## src/rtl/clk_div_pkg.sv

```systemverilog
// Shared constants and helpers for the integer clock divider.
// Phase lengths and counter width are all derived from the division ratio.
package clk_div_pkg;

    // Clamped to 1 so an illegal DIV still elaborates far enough to report itself.
    function automatic int cnt_width(input int div);
        return (div < 2) ? 1 : $clog2(div);
    endfunction

    function automatic int low_phase(input int div);
        return (div + 1) / 2;
    endfunction

    function automatic int high_phase(input int div);
        return div / 2;
    endfunction

endpackage

```

## src/rtl/clk_div_counter.sv

```systemverilog
// Modulo-DIV up counter with synchronous reset.
// Exposes the current count and a flag that marks the last count of a period.
module clk_div_counter
    import clk_div_pkg::*;
#(
    parameter int DIV = 100_000_000,
    parameter int CW  = cnt_width(DIV)
) (
    input  logic          clk,
    input  logic          rst,
    output logic [CW-1:0] cnt,
    output logic          wrap
);

    localparam logic [CW-1:0] LAST = CW'(DIV - 1);

    assign wrap = (cnt == LAST);

    // Returns straight to zero after the last count, so every period is exactly DIV cycles.
    always_ff @(posedge clk) begin
        if (rst) begin
            cnt <= '0;
        end else if (wrap) begin
            cnt <= '0;
        end else begin
            cnt <= cnt + 1'b1;
        end
    end

endmodule

```

## src/rtl/clk_div.sv

```systemverilog
// Integer clock divider: registered square-wave strobe with a period of DIV clk cycles.
// The low phase is never shorter than the high phase, so odd DIV yields one extra low cycle.
module clk_div
    import clk_div_pkg::*;
#(
    parameter int DIV = 100_000_000
) (
    input  logic clk,
    input  logic rst,
    output logic clkout
);

    localparam int CW = cnt_width(DIV);
    localparam int L  = low_phase(DIV);
    localparam int H  = high_phase(DIV);

    localparam logic [CW-1:0] RISE = CW'(L - 1);

    if (DIV < 2) begin : g_div_check
        $error("clk_div: DIV must be >= 2, got %0d", DIV);
    end

    logic [CW-1:0] cnt;
    logic          wrap;

    clk_div_counter #(
        .DIV (DIV),
        .CW  (CW)
    ) u_counter (
        .clk  (clk),
        .rst  (rst),
        .cnt  (cnt),
        .wrap (wrap)
    );

    // The output is set after L counts and cleared at the wrap, i.e. L + H - 1 == DIV - 1.
    always_ff @(posedge clk) begin
        if (rst) begin
            clkout <= 1'b0;
        end else if (cnt == RISE) begin
            clkout <= 1'b1;
        end else if (wrap) begin
            clkout <= 1'b0;
        end
    end

    if (L + H != DIV) begin : g_phase_check
        $error("clk_div: phase lengths %0d + %0d do not sum to %0d", L, H, DIV);
    end

endmodule

```

## config.mk

```make
export PLATFORM = sky130hd
export DESIGN_NAME = clk_div
export DESIGN_NICKNAME = d
export VERILOG_FILES = /design/src/rtl/clk_div_pkg.sv /design/src/rtl/clk_div_counter.sv /design/src/rtl/clk_div.sv
export SDC_FILE = /design/constraint.sdc
export NUM_CORES = 1
export LEC_CHECK = 0
export ABC_AREA = 1
export CAP_MARGIN = 40
export CELL_PAD_IN_SITES_DETAIL_PLACEMENT = 0
export CELL_PAD_IN_SITES_GLOBAL_PLACEMENT = 1
export CORE_ASPECT_RATIO = 1.2
export CORE_UTILIZATION = 44
export DETAILED_ROUTE_END_ITERATION = 12
export GPL_TIMING_DRIVEN = 0
export HOLD_SLACK_MARGIN = 0.03
export PLACE_DENSITY_LB_ADDON = 0.08
export SYNTH_ARGS = -nofsm -noshare
export SYNTH_HDL_FRONTEND = slang
export SYNTH_SLANG_ARGS = --single-unit
```

## constraint.sdc

```tcl
create_clock -name clk -period 2 [get_ports clk]
set_clock_uncertainty 0.05 [all_clocks]
set_input_delay 0.3 -clock clk [delete_from_list [all_inputs] [get_ports clk]]
set_output_delay 0.3 -clock clk [all_outputs]
set_load 0.005 [all_outputs]
```

==> impl_metrics.toml <==
[status]
outcome = "complete, no violations"

[place]
finalWeightedCongestion = 0.852
post-dp-hpwl_um = 3110
io_buffer_count = 2

[pwr]
seq_power_share_pct = 61.3
powerDensity_mw_per_mm2 = 516
p_switching_w = 0.000211
worst_ir_drop_vdd_mv = 0.321
leakagePower_nw = 0.500
swShare_pct = 22.8
combinational_share_of_power_pct = 4.3
power_report.internal_total_w = 0.000714
pwr-share-clk_pct = 34.4

[timing]
finalHoldViolations = 0
worst_slew_pin_slew_ns = 0.280
achievable-frequency_mhz = 581
timing.hold.ws_ns = 0.420
setup-violations-final = 0
slew_headroom_pct = 81.3
final_period_minus_worst_setup_slack_ns = 1.72
min_period_over_period_pct = 86.1
timing.setup.tns_ns = 0
grt_setup_unrepaired = "false"
finalMaxSlewViolations = 0

[flow_run]
cap_violations = 0

[global_route]
antenna_found_initial = 0
grt_max_degree = 15
first_global_vias = 1468
grt_remaining_overflow = 0
total_routing_usage_reported_by_global_routing_pct = 21.8
grt_first_pass_wirelength_um = 6600

[critical_path]
timing.critical_path.to_type = "flip-flop"
timing.critical_path.fanout_max = 10
worst_ep_required_time_ns = 2.13
cp.arrival_ns = 1.85
worst-setup-path-type = "reg -> reg"
worstSetupStartpointType = "flip-flop"

[die]
ioPinCount = 3
start_util_pct = 45.8
die-area_mm2 = 0.00404
die_y_um = 69.4
core-area_mm2 = 0.00363
die_x_um = 58.2
row_count = 24

[detailed_routing]
detail_route.vias_per_cell = 4.79
dr.pass1.iters = 4
wirelength_um = 3800
antenna_violating_nets_post_route = 0
vias = 1503
drt-wirelength-per-cell_um = 12.1
drt-initial-drc-count = 38
drc_violations_left = 0

[clock_tree]
cts_buffers = 3
clockRootBuffer = "clkbuf_8"
clock_insertion_delay_worst_skew_ns = 0.28
cts_htree_levels = 1
clk_pin_slew_ns = 0.10
cts_post_setup_buffers_inserted = 0
cts-hold-fix-buffers = 0
cts_num_sinks = 28
tritoncts = "done"
cts_buffer_depth = 2
cts_resized = 0

[logic_synthesis]
synth_area_mm2 = 0.00167
yosys.area.top_type_share_pct = 33.7
synthesis.area_per_instance_um2 = 6.48
post_synthesis_cells = 257
yosys-top-cells-area = "dfxtp_1, nand2_1, nor2_1"
synth_sequential_area_ratio_pct = 33.7
synth_top_cell_by_area = "dfxtp_1"
yosysWarnings = 0
synth_seq_cells = 28
yosys.cell_types.count = 24
synthesized_net_count = 260

[final_layout]
n_antenna_cell = 0
num-nets-final = 267
post_route_cells_drive_above_1_share_pct = 13.4
growth_of_design_area_from_synthesis_to_finish_pct = 7.59

[hold_path]
worstHoldPathType = "reg -> reg"
critical path, cell delays in order, from the launching register on:
cell     delay, ns
dfxtp_1       0.40
ha_1          0.25
nand2_1       0.08
nor2_2        0.14
nand2_2       0.12
nor2_2        0.15
nand2_2       0.08
nand2_4       0.13
buf_8         0.17
a21oi_1       0.05
final cells by class:
cell class                 count  area (um2)
sequential                    28         561
multi-input combinational    204         983
inverter                      23        86.3
tap                           52        65.1
fill                         409        1840
clock buffer                   3        41.3
buffer                         2        35.0
timing repair buffer           2        20.0
metrics by stage:
stage / instances / area [um2] / util (%) / worst slack (ns) / power [W]
after floorplan: 257 / 1670 / - / 0.521 / 0.000611
after global placement: 311 / 1750 / 48.2 / 0.272 / 0.000621
after detailed placement: 311 / 1750 / 48.2 / 0.279 / 0.000621
after CTS: 314 / 1790 / 49.3 / 0.262 / 0.000931
after global routing: 314 / 1790 / 49.3 / 0.127 / 0.000968
final: 314 / 1790 / 49.3 / 0.278 / 0.000925
sequential cells by signal, indices dropped and copies added, names as in the netlist:
name / count
clkout: 1
u_counter.cnt: 27
power groups by stage:
stage | Combinational, W | Sequential, W | Clock (W)
final | 0.0000397 | 0.000567 | 0.000318
after global routing | 0.0000432 | 0.000568 | 0.000356
after CTS | 0.0000409 | 0.000568 | 0.000323
after detailed placement | 0.0000408 | 0.000580 | 0
after global placement | 0.0000400 | 0.000581 | 0
after floorplan | 0.0000309 | 0.000580 | 0
cell usage after synthesis:
master / instances
a21oi_1: 10
a21oi_2: 5
and2_1: 1
buf_12: 1
buf_8: 1
dfxtp_1: 28
ha_1: 1
inv_1: 23
nand2_1: 83
nand2_2: 4
nand2_4: 1
nand3_1: 13
nand3_2: 1
nand3b_1: 4
nand4_1: 1
nor2_1: 47
nor2_2: 14
nor2_4: 3
nor3_1: 1
o21ai_0: 2
or2_0: 4
or2_2: 2
xnor2_1: 6
xor2_1: 1
worst paths after layout:
| kind | startpoint | to | slack, ns | cells past startpoint |
|---|---|---|---|---|
| max reg2reg | u_counter.cnt[0]$_SDFF_PP0_ | u_counter.cnt[13]$_SDFF_PP0_ | 0.28 | 9 |
| min | clkout$_SDFFE_PP0P_ | clkout$_SDFFE_PP0P_ | 0.42 | 2 |
| max | u_counter.cnt[0]$_SDFF_PP0_ | u_counter.cnt[13]$_SDFF_PP0_ | 0.28 | 9 |
| min reg2reg | clkout$_SDFFE_PP0P_ | clkout$_SDFFE_PP0P_ | 0.42 | 2 |
logic make-up after synthesis:
| group | synth area share [%] |
|---|---|
| AOI/OAI and AO/OA | 6.24 |
| xor gates and xnor gates | 3.68 |
| adders and majority gates | 0.751 |
| buffers and inverters | 7.29 |
| DFF | 33.7 |
| and+or+nand+nor | 48.4 |
metal layers:
layer	GRT usage, %	wire (um)	vias up
li1	-	-	802
met1	27.2	1760	664
met2	36.5	1840	24
met3	2.43	72	13
met4	10.6	130	0
met5	0	0	-
layout by cell type (no fill, tap or decap):
| master | count |
|---|---|
| and2_1 | 1 |
| or2_2 | 2 |
| nor2_4 | 3 |
| clkdlybuf4s50_1 | 2 |
| clkbuf_8 | 3 |
| nand2_1 | 83 |
| or2_0 | 4 |
| nor2_2 | 14 |
| nand3_1 | 13 |
| xor2_1 | 1 |
| nand3b_1 | 4 |
| nor2_1 | 47 |
| dfxtp_1 | 28 |
| buf_12 | 1 |
| nand2_4 | 1 |
| a21oi_1 | 10 |
| inv_1 | 23 |
| nand4_1 | 1 |
| a21oi_2 | 5 |
| nor3_1 | 1 |
| nand2_2 | 4 |
| o21ai_0 | 2 |
| ha_1 | 1 |
| buf_8 | 1 |
| xnor2_1 | 6 |
| nand3_2 | 1 |
(Power assumes the default switching activity.)
==> RTL change, RTL diff (config.mk and constraints unchanged) <==
`DIV` is set to 100_000_000 in 2 places; all go to 200_000_000.
--- a/src/rtl/clk_div_counter.sv
+++ b/src/rtl/clk_div_counter.sv
@@ -3,7 +3,7 @@
 module clk_div_counter
     import clk_div_pkg::*;
 #(
-    parameter int DIV = 100_000_000,
+    parameter int DIV = 200_000_000,
     parameter int CW  = cnt_width(DIV)
 ) (
     input  logic          clk,
--- a/src/rtl/clk_div.sv
+++ b/src/rtl/clk_div.sv
@@ -3,7 +3,7 @@
 module clk_div
     import clk_div_pkg::*;
 #(
-    parameter int DIV = 100_000_000
+    parameter int DIV = 200_000_000
 ) (
     input  logic clk,
     input  logic rst,
Check against the original RTL: no difference found for any inputs over 10 cycles, from zero or initial values and one cycle with rst high; that may be too few to reach the edited logic, so the function may still have changed.
==> RTL change against the unedited design <==
  * Combinational power shrank 23%
  * Count of clock-buffer cells in the layout rose by 3
  * Routed wire length grew 5.0%
  * Sequential cell count grew 1
  * Area after synthesis increased by 0.23%
  * Maximum frequency increased by 3.3%
  * Total power is 17% higher
  * Global-route usage is 2.0 points higher
  * Design area rose by 2.5%
  * Sequential share of layout area up 0.32 points
  * Worst setup slack improved by 56 ps
  * Clock power increased by 45%
  * Critical path type unchanged
  * Critical endpoint is now u_counter.cnt[20]$_SDFF_PP0_
  * Largest power group unchanged
  * Highest routed layer unchanged
==> RTL change: results (changes against the unedited design) <==
qor: finish.final_net_count 283 [+6.0%]
qor: synthesis.post_synth_most_frequent_cells sky130_fd_sc_hd__nand2_1, sky130_fd_sc_hd__nor2_1, sky130_fd_sc_hd__inv_1, sky130_fd_sc_hd__dfxtp_1, sky130_fd_sc_hd__nand3_1
qor: power_and_ir_drop.clk-power 460 uW [+45%]
qor: synthesis.ys_types 19 [-21%]
qor: detailed_routing.vias_per_cell 4.68 [-2.2%]
qor: synthesis.synth_xor_xnor_area_share 6.82% [+3.1 points]
qor: finish.fillers 392 [-4.2%]
qor: setup_path.r2r_endpoint u_counter.cnt[20]$_SDFF_PP0_
qor: setup_path.timing.critical_path.slowest_cell_delay 370 ps [-30 ps]
qor: clock_tree.cts_buffers 5 [+2]
qor: sta.final.hold.worst_slack 420 ps [+0.611 ps]
qor: clock_tree.cts_htree_levels 2 [+1]
qor: finish.post_route_cells_drive_above_1_share 6.05% [-7.3 points]
qor: setup_path.cp.arrival 1790 ps [-60 ps]
qor: synthesis.synth.area.top_cells sky130_fd_sc_hd__dfxtp_1, sky130_fd_sc_hd__nand2_1, sky130_fd_sc_hd__nor2_1
qor: outcome.status finished clean
qor: global_route.grtUsageTotal 23.8% [+2.0 points]
qor: detailed_routing.initialDrtViolationCount 68 [+79%]
qor: global_route.first_global_vias 1580 [+7.6%]
qor: global_route.grt_first_pass_wirelength 7.13 mm [+7.9%]
qor: placement.gp_routability_congestion 0.894 [+4.9%]
qor: power_and_ir_drop.power_leakage 0.000644 uW [+29%]
qor: placement.place.detailed.hpwl 3.17 mm [+1.8%]
qor: detailed_routing.avgRoutedWirePerCell 12.0 um [-1.0%]
qor: power_and_ir_drop.share_comb_of_total_power 2.8% [-1.5 points]
qor: finish.reg_top3 u_counter.cnt: 28 flops, clkout: 1 flops
qor: global_route.largest_net_degree_at_the_start_of_global_routing 11 [-4]
qor: synthesis.syn-mean-instance-area 6.16 sq um [-5.0%]
qor: finish.stdcell_count 333 [+6.1%]
qor: synthesis.net_count_after_synthesis 274 [+5.4%]
## RTL change: metal layers
metal,up-vias,wire (um),track usage (%)
met5,-,0,0
met4,0,102,10.3
met3,10,123,5.22
met2,30,1960,40.0
met1,672,1810,28.5
li1,847,-,-
## RTL change: logic make-up after synthesis
group                      Yosys count
and+or+nand+nor                    182
AOI/OAI and AO/OA                   11
DFF                                 29
buffers and inverters               35
adders and majority gates            1
xor gates and xnor gates            13
## RTL change: final cells by class
class / count / share of cell area, %
multi-input cells: 207 / 51.3
flip-flops and latches: 29 / 31.6
inverters: 33 / 6.74
clock buffers: 6 / 3.95
well taps: 52 / 3.54
plain buffers: 2 / 1.23
repair buffers: 2 / 1.09
clock inverters: 2 / 0.545
## RTL change: worst max-delay path by stage
| stage | cells past startpoint | endpoint |
|---|---|---|
| 2_1_floorplan | 9 | u_counter.cnt[15]$_SDFF_PP0_ |
| 3_3_place_gp | 9 | u_counter.cnt[25]$_SDFF_PP0_ |
| 3_5_place_dp | 9 | u_counter.cnt[20]$_SDFF_PP0_ |
| 4_1_cts | 9 | u_counter.cnt[20]$_SDFF_PP0_ |
| 5_1_grt | 9 | u_counter.cnt[21]$_SDFF_PP0_ |
| 6_report | 9 | u_counter.cnt[20]$_SDFF_PP0_ |
## RTL change: stage by stage
step                utilization, %  power (uW)  setup slack [ps]  instance area [sq um]
floorplan                        -         622               546                   1670
global placement              48.3         631               302                   1750
detailed placement            48.3         631               317                   1750
CTS                           50.6        1100               305                   1840
global route                  50.6        1130               114                   1840
finish                        50.6        1080               334                   1840
## RTL change: tightest hold or removal path, stage by stage (launching register included)
cell and delay (ps):
sky130_fd_sc_hd__dfxtp_1 310, sky130_fd_sc_hd__nand3_1 70, sky130_fd_sc_hd__nand2_1 50
